[src/rtl/ebr_fifo_sync.sv]
// Single-clock first-word-fall-through FIFO on a synchronous-read RAM array.
// It has almost-full and almost-empty flags, an occupancy count and sticky error flags.
//
// Ports:
//   CLK, RST         clock and synchronous active-high reset
//   WE, WDATA, FULL  write side; ALMOST_FULL when COUNT >= AF_THRESH
//   RE, RDATA, EMPTY read side (FWFT); ALMOST_EMPTY when COUNT <= AE_THRESH
//   COUNT            words held, output register included
//   OVERFLOW         sticky: write attempted while FULL
//   UNDERFLOW        sticky: read attempted while EMPTY
module ebr_fifo_sync #(
  parameter int DATA_WIDTH = 16,
  parameter int ADDR_WIDTH = 8,
  parameter int AF_THRESH  = 2**ADDR_WIDTH - 4,
  parameter int AE_THRESH  = 4
) (
  input  logic                  CLK,
  input  logic                  RST,
  input  logic                  WE,
  input  logic [DATA_WIDTH-1:0] WDATA,
  output logic                  FULL,
  output logic                  ALMOST_FULL,
  input  logic                  RE,
  output logic [DATA_WIDTH-1:0] RDATA,
  output logic                  EMPTY,
  output logic                  ALMOST_EMPTY,
  output logic [ADDR_WIDTH:0]   COUNT,
  output logic                  OVERFLOW,
  output logic                  UNDERFLOW
);

  localparam int DEPTH = 2**ADDR_WIDTH;
  localparam logic [ADDR_WIDTH:0] DEPTH_C =
    (ADDR_WIDTH+1)'(DEPTH);
  localparam logic [ADDR_WIDTH:0] AF_C =
    (ADDR_WIDTH+1)'(AF_THRESH);
  localparam logic [ADDR_WIDTH:0] AE_C =
    (ADDR_WIDTH+1)'(AE_THRESH);

  logic [DATA_WIDTH-1:0] mem [DEPTH];
  logic [ADDR_WIDTH-1:0] wr_ptr;
  logic [ADDR_WIDTH-1:0] rd_ptr;
  logic                  valid;
  logic                  wr_acc;
  logic                  rd_acc;
  logic                  avail;
  logic                  rd_issue;
  logic [ADDR_WIDTH:0]   cnt_nxt;

  assign EMPTY = !valid;

  // The RAM read register is the output register, so COUNT minus
  // the valid bit is the number of words still unread in the array.
  always_comb begin
    wr_acc   = WE && !FULL;
    rd_acc   = RE && valid;
    avail    = COUNT != {{ADDR_WIDTH{1'b0}}, valid};
    rd_issue = avail && (!valid || rd_acc);
    cnt_nxt  = COUNT;
    if (wr_acc && !rd_acc)
      cnt_nxt = COUNT + 1'b1;
    else if (rd_acc && !wr_acc)
      cnt_nxt = COUNT - 1'b1;
  end

  // A prefetch never targets the slot being written: it needs an
  // unread word, so rd_ptr != wr_ptr whenever the array is not full.
  always_ff @(posedge CLK) begin
    if (wr_acc && !RST)
      mem[wr_ptr] <= WDATA;
  end

  always_ff @(posedge CLK) begin
    if (RST) begin
      wr_ptr       <= '0;
      rd_ptr       <= '0;
      valid        <= 1'b0;
      RDATA        <= '0;
      COUNT        <= '0;
      FULL         <= 1'b0;
      ALMOST_FULL  <= 1'b0;
      ALMOST_EMPTY <= 1'b1;
      OVERFLOW     <= 1'b0;
      UNDERFLOW    <= 1'b0;
    end else begin
      if (wr_acc)
        wr_ptr <= wr_ptr + 1'b1;
      if (rd_issue) begin
        RDATA  <= mem[rd_ptr];
        rd_ptr <= rd_ptr + 1'b1;
        valid  <= 1'b1;
      end else if (rd_acc) begin
        valid  <= 1'b0;
      end
      COUNT        <= cnt_nxt;
      FULL         <= cnt_nxt == DEPTH_C;
      ALMOST_FULL  <= cnt_nxt >= AF_C;
      ALMOST_EMPTY <= cnt_nxt <= AE_C;
      if (WE && FULL)
        OVERFLOW <= 1'b1;
      if (RE && !valid)
        UNDERFLOW <= 1'b1;
    end
  end

endmodule

[config.mk]
export PLATFORM = sky130hd
export DESIGN_NAME = ebr_fifo_sync
export DESIGN_NICKNAME = d
export VERILOG_FILES = /design/src/rtl/ebr_fifo_sync.sv
export SDC_FILE = /design/constraint.sdc
export NUM_CORES = 2
export LEC_CHECK = 0
export BUFFER_PORTS_ARGS = -buffer_cell sky130_fd_sc_hd__buf_2
export CAP_MARGIN = 20
export CORE_AREA = 4 4 571 573
export CTS_CLUSTER_DIAMETER = 40
export DETAILED_ROUTE_END_ITERATION = 8
export DIE_AREA = 0 0 575 577
export PLACE_DENSITY_LB_ADDON = 0.2
export SLEW_MARGIN = 10
export SYNTH_ARGS = -nofsm -noshare
export SYNTH_HDL_FRONTEND = slang
export SYNTH_SLANG_ARGS = --single-unit
export TNS_END_PERCENT = 100
[constraint.sdc]
create_clock -name CLK -period 4.1 [get_ports CLK]
set_clock_uncertainty 0.15 [all_clocks]
set_input_delay 1.025 -clock CLK [delete_from_list [all_inputs] [get_ports CLK]]
set_output_delay 1.025 -clock CLK [all_outputs]
set_load 0.02 [all_outputs]
==> flow_metrics.tcl <==
set metrics [dict create \
    core_area_mm2 0.3206 \
    yosysSeqAreaShare_pct 77.58 \
    cp_max_fo 16 \
    fin_crit_sh_pct 99.85 \
    clock.fmax_mhz 244.3 \
    async_flop_share_pct 0 \
    drv_cap 0 \
    start_util_pct 49.83 \
    synth_cell_types 78 \
    cts_root_buf "clkbuf_16" \
    crit_type "register to register" \
    vias 84230 \
    avgSynthCellArea_um2 21.74 \
    critical_path_required_ns 4.81 \
    worst_hold_slack_ns 0.1371 \
    nets 8345 \
    area_growth_pct 18.10 \
    grt_setup_unrepaired "false" \
    vias_per_cell 6.449 \
    grt_max_degree 137 \
    grt_pass1_vias 82630 \
    p_leak_uw 0.05989 \
    drc 0 \
    min_path_type "input port to register" \
    dieHeight_um 577 \
    end_kind "register" \
    wirelength_um 476500 \
    cp.arrival_ns 4.80 \
    clk_pin_slew_ns 0.06 \
    num_io_pins 51 \
    setup_slack_ns 0.006004 \
    die_w_um 575 \
    port_buffers 50 \
    grt_use_total_pct 28.53 \
    synth_edf_count 4096 \
    synth_flop_cell "edfxtp_1" \
    drt-initial-drc-count 12840 \
    clock-sinks 4143 \
    irDropWorstVdd_v 0.0004884 \
    period_needed_ns 4.094 \
    final_common_cell "edfxtp_1" \
    hpwl_um 294700 \
    synth_fp_nets 7377 \
    status "completed" \
    p_total_uw 114700 \
    tightest_slew_ns 1.119 \
    die-area_mm2 0.3318 \
    power_density_mw_per_mm2 608.2 \
    cts_tree "yes" \
    yosysWarnings 0 \
    rows 208 \
    netlist_instances 7350 \
    clock_latency_ns 1.01 \
    overflow 0 \
    ff2ff_path_depth 9 \
    place_ws_ns -0.4019 \
    ant_nets 0 \
    grt_pass1_wl_um 663200 \
    layout_common_cells "edfxtp_1, mux4_2, buf_4" \
    drv_slew 0 \
    gp_congestion 0.9531 \
    setup_viol 0 \
    htree_levels 6 \
    hold_depth 3 \
    numCtsBuffers 526 \
    cp-start-kind "register" \
    drive_gt1_share_pct 32.40 \
    mappedNetlistArea_mm2 0.1598 \
    antenna_found_initial 29 \
    maxSlewHeadroom_pct 24.93 \
    first_pass_iters 6 \
    clock_tree.buffer_depth 4 \
    synth-seq-cells 4143 \
    wl_per_cell_um 36.48 \
    hold_viol_final 0 \
]
[area by class of cell]
cell class	instances	area [um^2]
fill	23050	132000
sequential	4143	124000
multi-input combinational	2758	33600
clock buffer	602	13790
timing repair buffer	877	8125
tap	4305	5386
clock inverter	351	3699
inverter	12	61.31
antenna	14	35.03
[through the flow]
step	cell area, um^2	std cells	setup TNS, ns	util, %
finish	188700	13060	0	58.84
global route	188600	13050	0	58.83
CTS	188600	13050	0	58.83
detailed placement	171100	12090	-0.9059	53.35
global placement	171000	12090	-2.236	53.35
floorplan	159800	7350	0	-
[layer usage]
metal	vias up	wire length, um	share of wire [%]	global-route usage, %
li1	33150	-	-	-
met1	44810	180700	38	40.36
met2	5350	218200	46	43.03
met3	921	54400	11	6.887
met4	4	23180	4.9	11.82
met5	-	33	0.0069	0
[sequential cells by signal (all words and copies together), names as in the netlist]
| name | cells |
|---|---|
| ALMOST_FULL | 1 |
| UNDERFLOW | 1 |
| FULL | 1 |
| rd_ptr | 8 |
| mem | 4096 |
| RDATA | 16 |
| valid | 1 |
| wr_ptr | 8 |
| COUNT | 9 |
| ALMOST_EMPTY | 1 |
| OVERFLOW | 1 |
[cells in the mapped netlist, types with 8 or more instances]
| master | n | area, um^2 |
|---|---|---|
| a2111oi_0 | 18 | 157.7 |
| a221oi_1 | 59 | 516.8 |
| buf_8 | 10 | 150.1 |
| xor2_1 | 8 | 70.07 |
| buf_1 | 29 | 108.9 |
| a211o_1 | 10 | 87.58 |
| nand3_1 | 69 | 345.3 |
| a211oi_1 | 32 | 240.2 |
| buf_4 | 50 | 375.4 |
| edfxtp_1 | 4096 | 123000 |
| nor2_1 | 346 | 1299 |
| nand2_1 | 168 | 630.6 |
| o211ai_1 | 17 | 127.6 |
| mux4_2 | 929 | 20920 |
| dfxtp_1 | 47 | 940.9 |
| nor2b_1 | 20 | 125.1 |
| and3_1 | 9 | 56.30 |
| a22oi_1 | 93 | 698.2 |
| and2_1 | 12 | 75.07 |
| o221ai_1 | 60 | 525.5 |
| clkbuf_1 | 149 | 559.3 |
| buf_6 | 63 | 709.4 |
| buf_2 | 135 | 675.7 |
| a21o_1 | 9 | 67.56 |
| a32oi_1 | 9 | 78.83 |
| nor4_1 | 10 | 62.56 |
| nor3_1 | 33 | 165.2 |
| o21ai_0 | 53 | 265.3 |
| a221o_1 | 8 | 80.08 |
| o21ai_1 | 27 | 135.1 |
| or3_1 | 9 | 56.30 |
| a21oi_1 | 125 | 625.6 |
| o22ai_1 | 80 | 500.5 |
| a22o_1 | 20 | 175.2 |
| mux2i_1 | 351 | 3513 |
| mux2_2 | 45 | 506.7 |
| xnor2_1 | 13 | 113.9 |
| inv_1 | 11 | 41.29 |
| a31oi_1 | 14 | 87.58 |
[timing repair]
item	in CTS	in global routing
resized for setup	2	1
endpoints found under the hold margin	0	0
buffers inserted	4	0
endpoints found under the setup margin	4	1
hold buffers	0	0
[worst paths after layout]
check	startpoint	endpoint	slack (ns)
max	rd_ptr[1]$_SDFFE_PP0P_	RDATA[12]$_SDFFE_PP0P_	0.006
min	WE	OVERFLOW$_SDFFE_PP0P_	0.14
min reg2reg	UNDERFLOW$_SDFFE_PP0P_	UNDERFLOW$_SDFFE_PP0P_	0.31
max reg2reg	rd_ptr[1]$_SDFFE_PP0P_	RDATA[12]$_SDFFE_PP0P_	0.006
[power by group]
part	switching (uW)	internal (uW)
Sequential	319	46700
Clock	18200	27500
Combinational	11900	10100
[kinds of logic (layout without fill, tap and decap cells)]
family / after synthesis / after routing / synth area share, %
multiplexers: 1325 / 1325 / 15.61
flip-flops: 4143 / 4143 / 77.58
other: 0 / 14 / 0
AO/OA/AOI/OAI: 694 / 694 / 3.076
AND/OR/NAND/NOR: 711 / 711 / 1.913
buffers and inverters: 449 / 1842 / 1.647
XOR/XNOR: 21 / 21 / 0.1151
adder cells (fa/ha/maj): 7 / 7 / 0.05482
[worst max-delay path: stages, from the launching register on]
cell and delay (ns):
dfxtp_4 0.76, buf_12 0.30, buf_12 0.20, buf_4 0.20, mux4_2 0.30, mux4_2 0.53, o221a_1 0.33, a2111oi_2 0.80
buf_4 0.24, o32ai_1 0.08
No activity file was read; power rests on OpenSTA's default activity.
